===== src/rtl/wasm_stack_sched_pkg.sv =====
// Shared definitions for the WASM operand-stack sequencer: sizes, FSM state
// encoding, trap codes and the latched instruction payload.
package wasm_stack_sched_pkg;

  localparam int unsigned ST_WIDTH = 32;
  localparam int unsigned ST_DEPTH = 16;
  localparam int unsigned POP_MAX  = 3;
  localparam int unsigned DW       = $clog2(ST_DEPTH + 1);
  localparam int unsigned POP_W    = 2;
  localparam int unsigned ST_POP_W = 4;
  localparam int unsigned TRAP_W   = 2;

  typedef enum logic [2:0] {
    S_IDLE   = 3'd0,
    S_EXEC   = 3'd1,
    S_WAIT   = 3'd2,
    S_COMMIT = 3'd3,
    S_TRAP   = 3'd4
  } state_e;

  localparam logic [TRAP_W-1:0] TRAP_NONE     = 2'd0;
  localparam logic [TRAP_W-1:0] TRAP_UNDER    = 2'd1;
  localparam logic [TRAP_W-1:0] TRAP_OVER     = 2'd2;
  localparam logic [TRAP_W-1:0] TRAP_MISMATCH = 2'd3;

  // Decoded instruction as held for the duration of its execution
  typedef struct packed {
    logic [POP_W-1:0]    pop;
    logic                push;
    logic                use_alu;
    logic [ST_WIDTH-1:0] imm;
  } instr_t;

endpackage


===== src/rtl/wasm_stack_sched_if.sv =====
// Decode-to-sequencer instruction handshake.
//   req_valid/req_ready : valid/ready handshake
//   req_pop             : entries to pop (0..POP_MAX)
//   req_push            : instruction pushes one result
//   req_use_alu         : push data from ALU (1) or req_imm (0)
//   req_imm             : immediate push value
// master = decode stage, slave = sequencer.
interface wasm_stack_sched_if;
  import wasm_stack_sched_pkg::*;

  logic                req_valid;
  logic                req_ready;
  logic [POP_W-1:0]    req_pop;
  logic                req_push;
  logic                req_use_alu;
  logic [ST_WIDTH-1:0] req_imm;

  modport master (
    output req_valid, req_pop, req_push, req_use_alu, req_imm,
    input  req_ready
  );

  modport slave (
    input  req_valid, req_pop, req_push, req_use_alu, req_imm,
    output req_ready
  );
endinterface


===== src/rtl/wasm_stack_check.sv =====
// Combinational stack limit check, reusable by any stack sequencer.
//   depth      : current committed entry count
//   pop/push   : entries the instruction removes / adds
//   underflow  : pop exceeds depth
//   overflow   : result would exceed ST_DEPTH (only when no underflow)
//   depth_next : depth - pop + push (meaningful only when neither fault)
module wasm_stack_check
  import wasm_stack_sched_pkg::*;
(
  input  logic [DW-1:0]    depth,
  input  logic [POP_W-1:0] pop,
  input  logic             push,
  output logic             underflow,
  output logic             overflow,
  output logic [DW-1:0]    depth_next
);

  // One extra bit so neither the pop nor the push step can wrap
  localparam int unsigned CW = DW + 1;

  logic [CW-1:0] depth_x;
  logic [CW-1:0] after_pop;
  logic [CW-1:0] after_push;

  always_comb begin
    depth_x    = CW'(depth);
    underflow  = CW'(pop) > depth_x;
    after_pop  = depth_x - CW'(pop);
    after_push = after_pop + CW'(push);
    overflow   = !underflow && (after_push > CW'(ST_DEPTH));
    depth_next = after_push[DW-1:0];
  end

endmodule


===== src/rtl/wasm_stack_sched.sv =====
// WASM operand-stack sequencer: accepts one decoded instruction at a time,
// checks it against its own depth counter, optionally runs the ALU, then
// commits the pop/push pair to the stack in a single cycle.
//   clk, rst_n    : clock; rst_n is a synchronous ACTIVE-HIGH reset
//   req           : instruction handshake (slave side)
//   alu_start     : one-cycle ALU launch pulse
//   alu_done      : ALU result valid pulse, alu_result its data
//   st_push_num   : stack push control, st_pop_num stack pop count
//   st_push_data  : stack push data
//   st_empty      : stack empty flag, cross-checked against depth
//   depth         : committed entry count
//   busy          : sequencer not idle
//   trap/trap_code: sticky fault and its cause, cleared by trap_clr
module wasm_stack_sched
  import wasm_stack_sched_pkg::*;
(
  input  logic                clk,
  input  logic                rst_n,
  wasm_stack_sched_if.slave   req,
  output logic                alu_start,
  input  logic                alu_done,
  input  logic [ST_WIDTH-1:0] alu_result,
  output logic                st_push_num,
  output logic [ST_POP_W-1:0] st_pop_num,
  output logic [ST_WIDTH-1:0] st_push_data,
  input  logic                st_empty,
  output logic [DW-1:0]       depth,
  output logic                busy,
  output logic                trap,
  output logic [TRAP_W-1:0]   trap_code,
  input  logic                trap_clr
);

  state_e              state, state_next;
  instr_t              instr, instr_d;
  logic                accept;
  logic                alu_capture;
  logic [ST_WIDTH-1:0] alu_q, alu_d, data_d;
  logic [TRAP_W-1:0]   code_d;
  logic                mismatch;

  logic [POP_W-1:0]    chk_pop;
  logic                chk_push;
  logic                chk_under, chk_over;
  logic [DW-1:0]       chk_depth_next;

  assign req.req_ready = (state == S_IDLE);
  assign busy          = (state != S_IDLE);
  assign mismatch      = (depth == '0) != st_empty;

  // Check the incoming request while idle, the held instruction otherwise
  always_comb begin
    chk_pop  = instr.pop;
    chk_push = instr.push;
    if (state == S_IDLE) begin
      chk_pop  = req.req_pop;
      chk_push = req.req_push;
    end
  end

  wasm_stack_check u_check (
    .depth      (depth),
    .pop        (chk_pop),
    .push       (chk_push),
    .underflow  (chk_under),
    .overflow   (chk_over),
    .depth_next (chk_depth_next)
  );

  // Next state plus the values the output registers load
  always_comb begin
    state_next  = state;
    accept      = 1'b0;
    alu_capture = 1'b0;
    code_d      = trap_code;

    case (state)
      S_IDLE: begin
        // Depth/flag disagreement wins over a same-cycle request
        if (mismatch) begin
          state_next = S_TRAP;
          code_d     = TRAP_MISMATCH;
        end else if (req.req_valid) begin
          accept = 1'b1;
          if (chk_under) begin
            state_next = S_TRAP;
            code_d     = TRAP_UNDER;
          end else if (chk_over) begin
            state_next = S_TRAP;
            code_d     = TRAP_OVER;
          end else if (req.req_use_alu) begin
            state_next = S_EXEC;
          end else begin
            state_next = S_COMMIT;
          end
        end
      end
      S_EXEC, S_WAIT: begin
        if (alu_done) begin
          alu_capture = 1'b1;
          state_next  = S_COMMIT;
        end else begin
          state_next  = S_WAIT;
        end
      end
      S_COMMIT: state_next = S_IDLE;
      S_TRAP: begin
        if (trap_clr) begin
          state_next = S_IDLE;
          code_d     = TRAP_NONE;
        end
      end
      default: state_next = S_IDLE;
    endcase

    instr_d = instr;
    if (accept) begin
      instr_d = '{pop: req.req_pop, push: req.req_push,
                  use_alu: req.req_use_alu, imm: req.req_imm};
    end
    alu_d  = alu_capture ? alu_result : alu_q;
    data_d = instr_d.use_alu ? alu_d : instr_d.imm;
  end

  // State register and held instruction/ALU result
  always_ff @(posedge clk) begin
    if (rst_n) begin
      state <= S_IDLE;
      instr <= '0;
      alu_q <= '0;
      depth <= '0;
    end else begin
      state <= state_next;
      instr <= instr_d;
      alu_q <= alu_d;
      if (state == S_COMMIT) begin
        depth <= chk_depth_next;
      end
    end
  end

  // Registered outputs, loaded from the state being entered
  always_ff @(posedge clk) begin
    if (rst_n) begin
      alu_start    <= 1'b0;
      st_push_num  <= 1'b0;
      st_pop_num   <= '0;
      st_push_data <= '0;
      trap         <= 1'b0;
      trap_code    <= TRAP_NONE;
    end else begin
      alu_start <= (state_next == S_EXEC);
      trap      <= (state_next == S_TRAP);
      trap_code <= code_d;
      if (state_next == S_COMMIT) begin
        st_push_num  <= instr_d.push;
        st_pop_num   <= ST_POP_W'(instr_d.pop);
        st_push_data <= data_d;
      end else begin
        st_push_num  <= 1'b0;
        st_pop_num   <= '0;
        st_push_data <= '0;
      end
    end
  end

endmodule


===== src/flat_wrapper.sv =====
// flat-port wrapper written by rule: the top's interface ports become plain ports
module wasm_stack_sched_flat import wasm_stack_sched_pkg::*;
  (clk, rst_n, alu_start, alu_done, alu_result, st_push_num, st_pop_num, st_push_data, st_empty, depth, busy, trap, trap_code, trap_clr, req_req_valid, req_req_pop, req_req_push, req_req_use_alu, req_req_imm, req_req_ready);
  wasm_stack_sched_if req_i ();
  input  logic clk;
  input  logic rst_n;
  output logic alu_start;
  input  logic alu_done;
  input  logic [ST_WIDTH-1:0] alu_result;
  output logic st_push_num;
  output logic [ST_POP_W-1:0] st_pop_num;
  output logic [ST_WIDTH-1:0] st_push_data;
  input  logic st_empty;
  output logic [DW-1:0] depth;
  output logic busy;
  output logic trap;
  output logic [TRAP_W-1:0] trap_code;
  input  logic trap_clr;
  input wire logic [$bits(req_i.req_valid)-1:0] req_req_valid;
  input wire logic [$bits(req_i.req_pop)-1:0] req_req_pop;
  input wire logic [$bits(req_i.req_push)-1:0] req_req_push;
  input wire logic [$bits(req_i.req_use_alu)-1:0] req_req_use_alu;
  input wire logic [$bits(req_i.req_imm)-1:0] req_req_imm;
  output wire logic [$bits(req_i.req_ready)-1:0] req_req_ready;
  assign req_i.req_valid = req_req_valid;
  assign req_i.req_pop = req_req_pop;
  assign req_i.req_push = req_req_push;
  assign req_i.req_use_alu = req_req_use_alu;
  assign req_i.req_imm = req_req_imm;
  assign req_req_ready = req_i.req_ready;
  wasm_stack_sched u_core (.clk(clk), .rst_n(rst_n), .req(req_i), .alu_start(alu_start), .alu_done(alu_done), .alu_result(alu_result), .st_push_num(st_push_num), .st_pop_num(st_pop_num), .st_push_data(st_push_data), .st_empty(st_empty), .depth(depth), .busy(busy), .trap(trap), .trap_code(trap_code), .trap_clr(trap_clr));
endmodule

===== config.mk =====
export PLATFORM = sky130hd
export DESIGN_NAME = wasm_stack_sched_flat
export DESIGN_NICKNAME = d
export VERILOG_FILES = /design/src/rtl/wasm_stack_sched_pkg.sv /design/src/rtl/wasm_stack_sched_if.sv /design/src/rtl/wasm_stack_check.sv /design/src/rtl/wasm_stack_sched.sv /design/src/flat_wrapper.sv
export SDC_FILE = /design/constraint.sdc
export NUM_CORES = 1
export LEC_CHECK = 0
export CAP_MARGIN = 20
export CORE_ASPECT_RATIO = 1.4
export CORE_MARGIN = 5
export CORE_UTILIZATION = 50
export DETAILED_ROUTE_END_ITERATION = 8
export PLACE_DENSITY_LB_ADDON = 0.2
export SETUP_SLACK_MARGIN = 0.5
export SLEW_MARGIN = 30
export SYNTH_ARGS = -nofsm -noshare
export SYNTH_HDL_FRONTEND = slang
export SYNTH_HIERARCHICAL = 1
export SYNTH_SLANG_ARGS = --single-unit

===== constraint.sdc =====
create_clock -name clk -period 7.77 [get_ports clk]
set_input_delay 1.554 -clock clk [delete_from_list [all_inputs] [get_ports clk]]
set_output_delay 1.554 -clock clk [all_outputs]
set_load 0.02 [all_outputs]

==> results of run 1 <==
==> logic make-up after synthesis <==
group,after synthesis,synth area share
flip-flops,115,0.468
adder cells (fa/ha/maj),13,0.0346
buffers and inverters,68,0.0618
XOR/XNOR,7,0.0125
AND/OR/NAND/NOR,236,0.198
other,1,0.000762
AO/OA/AOI/OAI,150,0.201
multiplexers,11,0.0234
==> through the flow <==
stage	hold WS, ns	area, µm²
after floorplan	0.436	4920
after CTS	0.453	6760
final	0.453	6760
after detailed placement	0.446	6110
after global placement	0.442	6110
after global routing	0.470	6760
==> cells in the final DEF (no fill, tap or decap), types with 2 or more instances in the layout <==
cell,netlist,routed
a21oi_1,74,74
a311oi_1,32,32
and2_1,3,2
buf_4,2,7
bufinv_16,0,5
clkbuf_16,0,17
clkbuf_8,0,3
clkdlybuf4s50_1,0,118
clkinv_2,0,4
conb_1,1,2
dfxtp_1,115,115
ha_1,12,12
inv_1,16,16
mux2i_1,10,10
nand2_1,140,139
nand2_2,1,2
nand2b_1,2,2
nand3_1,34,34
nor2_1,48,48
o21ai_0,3,3
o31ai_1,32,32
xnor2_1,6,6
==> area by class of cell <==
class	instances	area, µm²	share of cell area
clock buffers	21	470	0.0696
clock inverters	10	179	0.0265
inverters	16	60.1	0.00889
multi-input cells	419	2340	0.347
flip-flops and latches	115	2300	0.341
well taps	132	165	0.0244
repair buffers	126	1240	0.183
==> power breakdown <==
part,switching [mW],internal (mW),leakage [nW]
Clock,0.255,0.590,0.323
Sequential,0.0208,0.627,0.931
Combinational,0.214,0.154,1.28
==> sequential cells by signal (all words and copies together), names as in the netlist <==
register,flops
u_core/depth,5
u_core/instr,36
u_core/trap,1
u_core/alu_start,1
u_core/alu_q,32
u_core/st_pop_num,2
u_core/trap_code,2
u_core/st_push_num,1
u_core/state,3
u_core/st_push_data,32
==> worst min-delay path: stages, from the launching register on <==
cell and delay [ns]:
dfxtp_1 0.30, nand2_1 0.05, a21oi_1 0.05
==> path summary, 6_finish.rpt <==
path | from | endpoint | slack (ns) | cells after the start
setup / recovery | req_req_push | u_core/st_push_data[21] | 2.88 | 18
hold / removal | u_core/instr[28] | u_core/instr[28] | 0.45 | 2
setup reg to reg | u_core/state[2] | u_core/st_push_data[21] | 3.42 | 19
hold reg to reg | u_core/instr[28] | u_core/instr[28] | 0.45 | 2
==> routing by layer <==
metal	share of wire	vias to the layer above
li1	-	2266
met1	0.40	2241
met2	0.51	202
met3	0.076	26
met4	0.019	0
met5	0	-
==> metrics, run 1 <==
num rows=42; chip height=127 µm; Synthesis Warnings=6; final WL=13700 µm; slew margin rel.=0.418; global route total overflow=0; Area growth syn-to-layout=37.4%; die width=93.8 µm; final setup violation count=0; crit-path cells=clkdlybuf4s50_1 > nand2_1 > nand2_1 > inv_1 > ha_1 > inv_1 > ha_1 > fa_1 > a21oi_1 > o21bai_1 > xnor2_1 > o41ai_1 > a21oi_1 > or2_2 > a211o_1 > a221o_1 > buf_4 > a311oi_1; fill count=786; Worst Path Arrival=5.18 ns; first-pass GRT wire length=22200 µm; Tmin final=4.89 ns; Synth top area share=0.468; CTS sink count=115; fin worst setup slack=2.88 ns; most numerous cell in the Yosys netlist=nand2_1; Final Slew Violations=0; Post-DRT Antenna Nets=0; layout cells sized above 1=0.0693; fmax=204 MHz; list of most frequent post-synthesis cells=nand2_1 (140), dfxtp_1 (115), a21oi_1 (74), nor2_1 (48), clkbuf_1 (35); drt drc=0; worst slack, placed=2.50 ns; Synth Area per Inst=8.19 µm²; met3 Resource Use GR=0.0718; Power Density=276 mW/mm²; DRT Pass-1 Iters=5; Seq/Total Area, Yosys=0.468; Worst-path clk slew=0.05 ns; starting density of the core=0.514; wire length per cell=16.3 µm; critical path class=in2reg; Placed Cells incl. Taps=808; cell count after synthesis=601; DR vias/cell=5.64; core footprint=0.00956 mm²; Crit path buffers/inverters=4; Worst Max-Slew Pin Slew=0.874 ns; GP Congestion=0.844; vias in the first global route=4704; Most used DFF post-synth=dfxtp_1; Worst setup EP type=flip-flop; met1 Use GR=0.269; max incr delay on CP=0.47 ns; depth of the CTS H-tree=4; nets=782; Top delay family on crit path=compound AO/OA/AOI/OAI gates; Cell variety after synth=41; HP Class=reg2reg; maximum VDD drop=0.201 mV; num ports=122; unrepaired setup endpoints after global routing=false; CTS tree=built; largest net degree at the start of global routing=81; cell leakage power=2.54 nW; CP Data Required Time=8.06 ns; synthesized area=0.00492 mm²; Async S/R FF share, synth=0; biggest area consumer among synthesized cells=dfxtp_1; die area=0.0120 mm²; post-synthesis sequential element count=115; Post CTS Setup Buffer Count=0; DR vias=4735; Worst Path Max Fanout=35; number of flops mapped to enable cells by yosys=0; # diodes=0; Finished Layout Cells=839; initial antenna violation count=0; final hold vios=0; DP HPWL=8530 µm; grt peak-use layer=met2; Final period util=0.630; Final Power=1.86 mW; top cells by area, synth=dfxtp_1 (47%), nand2_1 (11%), a21oi_1 (7.5%); # port buffers=119; Root Buffer=clkbuf_16; hold buffer count at CTS=0; Final Util=0.707; met2 Use GR=0.396; Clk Latency, worst-skew pair=0.40 ns; clk buf depth=2; setup TNS=0 ns; Num CTS Buffers=17; status=finished, final reports clean; DR iter-0 viols=342; GR Util All Layers=0.232; clk_skew=0.00639 ns; max capacitance violation total=0; CP startpoint kind=primary input; CP max-delay cell=clkdlybuf4s50_1; post-CTS sizing=0
No activity file was read; power rests on OpenSTA's default activity.
==> run 2, diff against run 1 <==
CORE_UTILIZATION = 49   (was 50)
clock period = 5.03 ns   (was 7.77 ns; I/O delays follow)
==> metrics, run 2 (synthesized netlist as in run 1, its figures left out) <==
first-pass GRT wire length=21500 µm; cell leakage power=2.53 nW; DRT Pass-1 Iters=5; max incr delay on CP=0.47 ns; setup TNS=0 ns; DR vias/cell=5.52; maximum VDD drop=0.265 mV; GR Util All Layers=0.225; DR iter-0 viols=322; max reg flops=36; crit-path cells=clkdlybuf4s50_1 > nand2_1 > nand2_1 > inv_1 > ha_1 > inv_1 > ha_1 > fa_1 > a21oi_1 > o21bai_1 > xnor2_1 > o41ai_1 > a21oi_1 > or2_2 > a211o_1 > a221o_2 > buf_4 > a311oi_1; CP startpoint kind=primary input; nets=785; Worst-path clk slew=0.05 ns; most common cell after layout, fill and taps aside=nand2_1; worst slack, placed=0.224 ns; clk_skew=0.00980 ns; fmax=232 MHz; Clk Latency, worst-skew pair=0.41 ns; depth of the CTS H-tree=4; DR vias=4650; critical path class=in2reg; unrepaired setup endpoints after global routing=false; status=finished, final reports clean; met3 Resource Use GR=0.0749; wire length per cell=16.0 µm; drt drc=0; placed instance area=0.00611 mm²; met1 Use GR=0.263; Reg with most FFs=u_core/instr; Post-DRT Antenna Nets=0; Worst Path Arrival=4.62 ns; hold buffer count at CTS=0; Power Density=411 mW/mm²; num ports=122; core footprint=0.00985 mm²; die width=94.7 µm; CP max-delay cell=clkdlybuf4s50_1; # port buffers=119; max capacitance violation total=0; final hold vios=0; Worst Max-Slew Pin Slew=0.826 ns; # diodes=0; Worst setup EP type=flip-flop; CTS tree=built; CP Data Required Time=5.34 ns; clk buf depth=2; final WL=13500 µm; GP Congestion=0.888; Num CTS Buffers=17; Final period util=0.857; largest registers=u_core/instr x36, u_core/alu_q x32, u_core/st_push_data x32; Root Buffer=clkbuf_16; final setup violation count=0; commonest non-fill, non-tap cells in the layout=nand2_1 (140), clkdlybuf4s50_1 (118), dfxtp_1 (114); HP Class=reg2reg; global route total overflow=0; starting density of the core=0.500; post-route cell area=0.00675 mm²; die area=0.0122 mm²; Final Slew Violations=0; vias in the first global route=4550; Final Power=2.77 mW; Fin Hold WS=0.451 ns; Tmin final=4.31 ns; DP HPWL=8780 µm; Worst Path Max Fanout=15; layout cells sized above 1=0.0706; met2 Use GR=0.381; fill count=796; num rows=43; largest net degree at the start of global routing=45; slew margin rel.=0.449; fin worst setup slack=0.719 ns; initial antenna violation count=0; chip height=129 µm; Area growth syn-to-layout=37.2%; grt peak-use layer=met2; CTS sink count=115
-- run 2: power breakdown --
| part | switching, mW | internal (mW) | total (mW) | leakage (nW) |
|---|---|---|---|---|
| Clock | 0.381 | 0.820 | 1.20 | 0.292 |
| Combinational | 0.328 | 0.240 | 0.568 | 1.30 |
| Sequential | 0.0353 | 0.969 | 1.00 | 0.932 |
| Total | 0.744 | 2.03 | 2.77 | 2.53 |
-- run 2: per-layer routing --
layer | share of wire | vias to the layer above
met2 | 0.51 | 175
li1 | - | 2268
met5 | 0 | -
met1 | 0.41 | 2186
met4 | 0.015 | 0
met3 | 0.072 | 21
-- run 2: worst paths after layout --
| check | start | to | slack (ns) | cells past startpoint |
|---|---|---|---|---|
| min | u_core/instr[25] | u_core/instr[25] | 0.45 | 2 |
| max reg2reg | u_core/state[2] | u_core/st_push_data[24] | 0.78 | 19 |
| min reg2reg | u_core/instr[25] | u_core/instr[25] | 0.45 | 2 |
| max | req_req_push | u_core/st_push_data[24] | 0.72 | 18 |
-- run 2: final cells by class --
cell class / count / area [µm²] / area share
Clock buffer: 24 / 492 / 0.0729
Sequential cell: 115 / 2300 / 0.341
Tap cell: 135 / 169 / 0.0250
Timing Repair Buffer: 129 / 1280 / 0.190
Clock inverter: 5 / 100 / 0.0148
Inverter: 16 / 60.1 / 0.00890
Multi-Input combinational cell: 419 / 2340 / 0.347
-- run 2: what timing repair did --
item / 4_1_cts / 5_1_grt
hold endpoints to repair: 0 / 0
resized for setup: 0 / 2
setup endpoints to repair: 0 / 25
setup buffers: 0 / 2
-- run 2: worst max-delay path, delay by kind of cell --
| kind | cells | cell delay (ns) |
|---|---|---|
| AO/OA/AOI/OAI | 7 | 1.39 |
| adder cells (fa/ha/maj) | 3 | 0.87 |
| buffers and inverters | 4 | 0.78 |
| AND/OR/NAND/NOR | 3 | 0.45 |
| XOR/XNOR | 1 | 0.14 |
-- run 2: per-stage QoR --
| stage | instances | util |
|---|---|---|
| after floorplan | 602 | - |
| after global placement | 811 | 0.621 |
| after detailed placement | 811 | 0.621 |
| after CTS | 840 | 0.681 |
| after global routing | 843 | 0.685 |
| final | 843 | 0.685 |
